`config.mk`:
```
export PLATFORM = sky130hd
export DESIGN_NAME = lsu_ctrl_flat
export DESIGN_NICKNAME = d
export VERILOG_FILES = /design/src/rtl/lsu_ctrl_pkg.sv /design/src/rtl/lsu_ctrl_if.sv /design/src/rtl/lsu_align.sv /design/src/rtl/lsu_ctrl.sv /design/src/flat_wrapper.sv
export SDC_FILE = /design/constraint.sdc
export NUM_CORES = 1
export LEC_CHECK = 0
export BUFFER_PORTS_ARGS = -buffer_cell sky130_fd_sc_hd__buf_2
export CAP_MARGIN = 30
export CELL_PAD_IN_SITES_DETAIL_PLACEMENT = 1
export CELL_PAD_IN_SITES_GLOBAL_PLACEMENT = 1
export CORE_ASPECT_RATIO = 0.75
export CORE_UTILIZATION = 39
export CTS_BUF_LIST = sky130_fd_sc_hd__clkbuf_8
export DETAILED_ROUTE_END_ITERATION = 7
export PLACE_DENSITY = 0.92
export SLEW_MARGIN = 20
export SYNTH_ARGS = -nofsm -noshare
export SYNTH_HDL_FRONTEND = slang
export SYNTH_SLANG_ARGS = --single-unit
```
`constraint.sdc`:
```
create_clock -name clk -period 2.4 [get_ports clk]
set_input_delay 0.24 -clock clk [delete_from_list [all_inputs] [get_ports clk]]
set_output_delay 0.24 -clock clk [all_outputs]
set_load 0.005 [all_outputs]
```
`src/rtl/lsu_ctrl_pkg.sv`:
```
// Shared definitions for the load/store unit: size codes, FSM states, byte-enable constants.
package lsu_ctrl_pkg;

    // Access size codes, identical to the encoding produced by Control.
    typedef enum logic [1:0] {
        SizeByte = 2'b00,
        SizeHalf = 2'b01,
        SizeWord = 2'b10,
        SizeBad  = 2'b11
    } size_e;

    typedef enum logic [1:0] {
        StIdle   = 2'b00,
        StAccess = 2'b01,
        StResp   = 2'b10
    } state_e;

    localparam logic [3:0] BeByte = 4'b0001;
    localparam logic [3:0] BeHalf = 4'b0011;
    localparam logic [3:0] BeWord = 4'b1111;

    // A request is rejected when it asks for both directions, uses the reserved size,
    // or is not naturally aligned for its size.
    function automatic logic access_illegal(input logic       rd,
                                            input logic       wr,
                                            input logic [1:0] size,
                                            input logic [1:0] off);
        logic bad;
        bad = rd & wr;
        case (size)
            SizeByte: ;
            SizeHalf: bad = bad | off[0];
            SizeWord: bad = bad | (off != 2'b00);
            default:  bad = 1'b1;
        endcase
        return bad;
    endfunction

endpackage

```
`src/rtl/lsu_ctrl_if.sv`:
```
// Data-memory request/acknowledge port.
interface lsu_ctrl_if #(
    parameter int unsigned ADDR_W = 32
) ();
    logic              req;
    logic              we;
    logic [ADDR_W-1:0] addr;
    logic [3:0]        be;
    logic [31:0]       wdata;
    logic              ack;
    logic [31:0]       rdata;

    modport master (
        output req, we, addr, be, wdata,
        input  ack, rdata
    );

    modport slave (
        input  req, we, addr, be, wdata,
        output ack, rdata
    );
endinterface

```
`src/rtl/lsu_align.sv`:
```
// Lane steering: store byte enables and replicated data, load field extract and extension.
module lsu_align
    import lsu_ctrl_pkg::*;
(
    input  logic [1:0]  st_size,
    input  logic [1:0]  st_off,
    input  logic [31:0] st_wdata,
    input  logic [1:0]  ld_size,
    input  logic [1:0]  ld_off,
    input  logic        ld_unsigned,
    input  logic [31:0] ld_raw,
    output logic [3:0]  be,
    output logic [31:0] st_data,
    output logic [31:0] ld_data
);
    logic [7:0]  ld_byte;
    logic [15:0] ld_half;
    logic        ld_sign;

    // Store side: replicate data across lanes so the enabled lanes see the right bytes.
    always_comb begin
        be      = BeWord;
        st_data = st_wdata;
        case (st_size)
            SizeByte: begin
                be      = BeByte << st_off;
                st_data = {4{st_wdata[7:0]}};
            end
            SizeHalf: begin
                be      = BeHalf << st_off;
                st_data = {2{st_wdata[15:0]}};
            end
            default: ;
        endcase
    end

    // Load side: pick the addressed field and sign- or zero-extend it.
    always_comb begin
        ld_byte = ld_raw[{ld_off, 3'b000} +: 8];
        ld_half = ld_raw[{ld_off[1], 4'b0000} +: 16];
        ld_sign = 1'b0;
        ld_data = ld_raw;
        case (ld_size)
            SizeByte: begin
                ld_sign = ~ld_unsigned & ld_byte[7];
                ld_data = {{24{ld_sign}}, ld_byte};
            end
            SizeHalf: begin
                ld_sign = ~ld_unsigned & ld_half[15];
                ld_data = {{16{ld_sign}}, ld_half};
            end
            default: ;
        endcase
    end
endmodule

```
`src/rtl/lsu_ctrl.sv`:
```
// Load/store sequencer: alignment check, one bus access per instruction, pipeline stall.
module lsu_ctrl
    import lsu_ctrl_pkg::*;
#(
    parameter int unsigned ADDR_W  = 32,
    parameter int unsigned TIMEOUT = 16
) (
    input  logic              clk,
    input  logic              reset,
    input  logic              mem_read,
    input  logic              mem_write,
    input  logic [1:0]        inst_size,
    input  logic              load_unsigned,
    input  logic [ADDR_W-1:0] addr,
    input  logic [31:0]       wdata,
    output logic              stall,
    output logic              done,
    output logic [31:0]       rdata,
    output logic              fault_misalign,
    output logic              fault_bus,
    lsu_ctrl_if.master        dmem
);
    localparam int unsigned     CntW    = $clog2(TIMEOUT);
    localparam logic [CntW-1:0] CntLast = CntW'(TIMEOUT - 1);

    state_e            state_q, state_d;
    logic              start, illegal, timeout;
    logic              we_q, uns_q, fmis_q, fbus_q;
    logic [ADDR_W-1:0] addr_q;
    logic [1:0]        off_q, size_q;
    logic [3:0]        be_q;
    logic [31:0]       wdata_q, rdata_q;
    logic [CntW-1:0]   cnt_q;
    logic [3:0]        al_be;
    logic [31:0]       al_wdata, al_rdata;

    assign start   = mem_read | mem_write;
    assign illegal = access_illegal(mem_read, mem_write, inst_size, addr[1:0]);
    assign timeout = (cnt_q == CntLast);

    lsu_align u_align (
        .st_size     (inst_size),
        .st_off      (addr[1:0]),
        .st_wdata    (wdata),
        .ld_size     (size_q),
        .ld_off      (off_q),
        .ld_unsigned (uns_q),
        .ld_raw      (dmem.rdata),
        .be          (al_be),
        .st_data     (al_wdata),
        .ld_data     (al_rdata)
    );

    // State register.
    always_ff @(posedge clk) begin
        if (reset) state_q <= StIdle;
        else       state_q <= state_d;
    end

    // Next state: faults skip the bus; ack takes priority over timeout.
    always_comb begin
        state_d = state_q;
        case (state_q)
            StIdle:   if (start) state_d = illegal ? StResp : StAccess;
            StAccess: if (dmem.ack || timeout) state_d = StResp;
            StResp:   state_d = StIdle;
            default:  state_d = StIdle;
        endcase
    end

    // Capture the request on issue, then the response or timeout during the access.
    always_ff @(posedge clk) begin
        if (reset) begin
            we_q    <= 1'b0;
            uns_q   <= 1'b0;
            addr_q  <= '0;
            off_q   <= 2'b00;
            size_q  <= 2'b00;
            be_q    <= 4'b0000;
            wdata_q <= '0;
            rdata_q <= '0;
            cnt_q   <= '0;
            fmis_q  <= 1'b0;
            fbus_q  <= 1'b0;
        end else begin
            case (state_q)
                StIdle: begin
                    if (start) begin
                        cnt_q   <= '0;
                        fmis_q  <= illegal;
                        fbus_q  <= 1'b0;
                        rdata_q <= '0;
                        if (!illegal) begin
                            we_q    <= mem_write;
                            addr_q  <= {addr[ADDR_W-1:2], 2'b00};
                            off_q   <= addr[1:0];
                            size_q  <= inst_size;
                            uns_q   <= load_unsigned;
                            be_q    <= al_be;
                            wdata_q <= al_wdata;
                        end
                    end
                end
                StAccess: begin
                    cnt_q <= cnt_q + 1'b1;
                    if (dmem.ack)    rdata_q <= we_q ? '0 : al_rdata;
                    else if (timeout) fbus_q <= 1'b1;
                end
                default: ;
            endcase
        end
    end

    // Outputs: bus fields only during ACCESS, results only during RESP.
    always_comb begin
        stall          = 1'b0;
        done           = 1'b0;
        rdata          = '0;
        fault_misalign = 1'b0;
        fault_bus      = 1'b0;
        dmem.req       = 1'b0;
        dmem.we        = 1'b0;
        dmem.addr      = '0;
        dmem.be        = 4'b0000;
        dmem.wdata     = '0;
        case (state_q)
            StIdle: stall = start;
            StAccess: begin
                stall      = 1'b1;
                dmem.req   = 1'b1;
                dmem.we    = we_q;
                dmem.addr  = addr_q;
                dmem.be    = be_q;
                dmem.wdata = wdata_q;
            end
            StResp: begin
                done           = 1'b1;
                rdata          = rdata_q;
                fault_misalign = fmis_q;
                fault_bus      = fbus_q;
            end
            default: ;
        endcase
    end
endmodule
```
`src/flat_wrapper.sv`:
```
// flat-port wrapper written by rule: the top's interface ports become plain ports
module lsu_ctrl_flat import lsu_ctrl_pkg::*;
#(
    parameter int unsigned ADDR_W  = 32,
    parameter int unsigned TIMEOUT = 16
)
  (clk, reset, mem_read, mem_write, inst_size, load_unsigned, addr, wdata, stall, done, rdata, fault_misalign, fault_bus, dmem_req, dmem_we, dmem_addr, dmem_be, dmem_wdata, dmem_ack, dmem_rdata);
  lsu_ctrl_if #(.ADDR_W(ADDR_W)) dmem_i ();
  input  logic clk;
  input  logic reset;
  input  logic mem_read;
  input  logic mem_write;
  input  logic [1:0] inst_size;
  input  logic load_unsigned;
  input  logic [ADDR_W-1:0] addr;
  input  logic [31:0] wdata;
  output logic stall;
  output logic done;
  output logic [31:0] rdata;
  output logic fault_misalign;
  output logic fault_bus;
  output wire logic [$bits(dmem_i.req)-1:0] dmem_req;
  output wire logic [$bits(dmem_i.we)-1:0] dmem_we;
  output wire logic [$bits(dmem_i.addr)-1:0] dmem_addr;
  output wire logic [$bits(dmem_i.be)-1:0] dmem_be;
  output wire logic [$bits(dmem_i.wdata)-1:0] dmem_wdata;
  input wire logic [$bits(dmem_i.ack)-1:0] dmem_ack;
  input wire logic [$bits(dmem_i.rdata)-1:0] dmem_rdata;
  assign dmem_req = dmem_i.req;
  assign dmem_we = dmem_i.we;
  assign dmem_addr = dmem_i.addr;
  assign dmem_be = dmem_i.be;
  assign dmem_wdata = dmem_i.wdata;
  assign dmem_i.ack = dmem_ack;
  assign dmem_i.rdata = dmem_rdata;
  lsu_ctrl #(.ADDR_W(ADDR_W), .TIMEOUT(TIMEOUT)) u_core (.clk(clk), .reset(reset), .mem_read(mem_read), .mem_write(mem_write), .inst_size(inst_size), .load_unsigned(load_unsigned), .addr(addr), .wdata(wdata), .stall(stall), .done(done), .rdata(rdata), .fault_misalign(fault_misalign), .fault_bus(fault_bus), .dmem(dmem_i));
endmodule
```
==> results.py <==
metrics = {
    "clock_tree": {
        "cts_tree": "done",
        "cts.clk_slew.worst_paths_ns": 0.11,
        "cts_max_level": 3,
        "cts_setup_buffers": 0,
        "clk_path_buf_depth": 2,
        "clock-sinks": 112,
        "post_cts_resized": 0,
        "clockRootBuffer": "clkbuf_8",
        "clock_latency_ns": 0.37,
        "cts_hold_buf": 0,
        "cts_buffers": 9,
    },
    "finish": {
        "layout-drive-gt1-share_pct": 30.8,
        "diodes": 0,
        "nFillCells": 1765,
        "syn_to_final_growth_pct": 25.2,
        "finalNetCount": 959,
        "utilization_pct": 50.1,
    },
    "drt": {
        "drtIter0Drc": 382,
        "vias": 5618,
        "avgViaCountPerCell": 5.45,
        "wl_mm": 17.8,
        "wl_per_cell_um": 17.3,
        "ant_nets": 0,
        "remaining_drc_errors": 15,
        "dr.pass1.iters": 8,
    },
    "synthesis": {
        "ys_seq_elements": 112,
        "synth_warnings": 0,
        "ys_async_sr_fraction_pct": 0,
        "synth.top_cell.area_share_pct": 40.9,
        "synth.area.top_cells": "dfxtp_1 (41%), and2_1 (12%), nand2_1 (8.3%)",
        "synth_area_sq_um": 5490,
        "ys_seq_area_share_pct": 40.9,
        "synth_ff_type": "dfxtp_1",
        "synth_area_leader_cell": "dfxtp_1",
        "syn_area_per_cell_sq_um": 8.24,
        "synth_edf_count": 0,
        "synth_cell_types": 50,
        "syn_inst": 666,
    },
    "die": {
        "core_sq_um": 13700,
        "rows": 37,
        "die_y_um": 105,
        "initial_core_util_pct": 40.0,
        "die_width_um": 139,
        "dieArea_sq_um": 14500,
        "ios": 210,
    },
    "setup_path": {
        "required_ns": 2.16,
        "crit_type": "reg2out",
        "cp_common_cell": "buf_4",
        "end_kind": "output pin",
        "cpMaxStageDelayCell": "dfxtp_1",
        "arrival_ns": 1.78,
        "crit_path_start_kind": "flop",
        "crit_chain": "buf_4, nand2b_2, inv_1, buf_4, and2_1, buf_2",
        "r2r_slack_ns": 0.42,
        "slowest_delay_ns": 0.36,
        "crit_fanout": 43,
    },
    "timing": {
        "rsz0062_at_grt": "no",
        "slew_headroom_pct": 45.5,
        "slew_viol_final": 0,
        "post-route-period-util_pct": 84.2,
        "fin_skew_ns": 0.0146,
        "worst_slack_ns": 0.379,
        "tightest_slew_ns": 0.817,
        "period_needed_ns": 2.02,
        "hold_viol_final": 0,
        "max_freq_mhz": 495,
        "final-setup-viol-count": 0,
        "fin_setup_tns_ns": 0,
    },
    "placement": {
        "dp.final_hpwl_mm": 13.1,
        "port_buffers": 207,
        "place_ws_ns": 0.205,
        "gp_congestion": 0.834,
    },
    "global_route": {
        "grt_max_degree": 73,
        "grt_usage_pct": 24.5,
        "grt_pass1_vias": 5626,
        "antenna_found_initial": 0,
        "gr-total-overflow": 0,
        "grt_pass1_wl_mm": 28.6,
    },
    "power_and_ir_drop": {
        "cellLeakagePower_nw": 3.18,
        "p_per_area_nw_per_um2": 595,
        "peakVddDrop_v": 0.000331,
    },
    "outcome": {
        "violations": "DRC",
        "outcome": "complete, but fails checks",
    },
    "run": {
        "cap_viol_max_count": 0,
    },
    "worst_hold_path": {
        "hold_path.class": "in2reg",
    },
}
[cell usage in the layout (no fill, tap or decap), types with 2 or more instances in the layout]
master and instances:
inv_1 6, buf_4 16, o211ai_1 2, o2111a_2 2, conb_1 2, nand2b_1 11
nor2_1 43, a22o_1 16, nor3_1 15, mux2_2 9, nand2_1 121, clkbuf_8 9
clkinv_4 2, ha_1 5, buf_12 2, a21oi_1 56, a22oi_1 2, a211oi_1 17
a221o_1 16, a311oi_1 11, dfxtp_1 112, mux2i_1 9, inv_6 2, and2_1 102
nor2b_1 10, a32o_1 8, buf_2 207, a21oi_2 2, a222oi_1 7, o21ai_0 10
[report_power, final]
part / switching [mW] / internal, mW
Clock: 0.677 / 0.392
Sequential: 0.0806 / 2.01
Combinational: 0.559 / 0.370
[per-stage QoR]
stage	instance area (sq um)	hold slack [ns]	power [mW]	instances
after global routing	6870	0.0654	4.31	1030
after global placement	6680	0.437	3.01	1013
after detailed placement	6680	0.443	3.06	1013
after floorplan	5490	0.376	2.69	667
after CTS	6850	0.0622	4.12	1029
final	6870	0.0869	4.09	1030
[cell type report]
cell class	instances	area (sq um)	share of cell area, %
multi-input cells	494	2990	43.6
flip-flops and latches	112	2240	32.7
repair buffers	226	1210	17.6
well taps	175	219	3.19
clock buffers	9	124	1.80
clock inverters	7	55.1	0.802
inverters	7	26.3	0.383
[cells in the mapped netlist (all sizes together) (5+ instances only)]
master  number
mux2         9
and2       102
nor2b       10
a22o        16
mux2i        9
o21ai       10
inv          6
nor2        43
nand2b      12
dfxtp      112
a211oi      17
buf         17
clkbuf      37
a311oi      11
nand2      121
a21oi       58
a32o         8
a222oi       7
nor3        16
ha           5
a221o       16
[path summary, 6_finish.rpt]
check	startpoint	cells past startpoint	end
max reg2reg	u_core.state_q[0]	6	u_core.rdata_q[25]
min	addr[25]	3	u_core.addr_q[25]
max	u_core.state_q[0]	6	dmem_wdata[15]
min reg2reg	u_core.addr_q[19]	2	u_core.addr_q[19]
[flip-flops by register name, summed over array words and instances (netlist names)]
name and cells:
u_core.rdata_q 32, u_core.wdata_q 32, u_core.addr_q 30, u_core.be_q 4, u_core.cnt_q 4, u_core.off_q 2
u_core.size_q 2, u_core.state_q 2, u_core.fbus_q 1, u_core.fmis_q 1, u_core.uns_q 1, u_core.we_q 1
[logic make-up (layout without fill, tap and decap cells)]
kind of cell    Yosys count  in the layout  synth area share [%]
compound gates          154            154                  20.4
other cells               1              2                0.0684
simple gates            314            314                  28.6
flops                   112            112                  40.9
buf+inv                  61            249                  4.95
mux                      19             19                  3.90
fa+ha+maj                 5              5                  1.14
[worst max-delay path: cells and delay by family (launching register included)]
| kind | cells | cell delay, ns |
|---|---|---|
| buffers and inverters | 4 | 0.69 |
| DFF | 1 | 0.36 |
| and+or+nand+nor | 2 | 0.34 |
[routing by layer]
layer | share of wire [%] | routed length (um) | vias to the layer above | GRT usage [%]
li1 | - | - | 2664 | -
met1 | 44 | 7780 | 2685 | 31.1
met2 | 46 | 8140 | 227 | 39.7
met3 | 8.0 | 1420 | 42 | 6.19
met4 | 2.7 | 478 | 0 | 9.60
met5 | 0 | 0 | - | 0
Note: power is estimated with default switching activity, not from simulation.
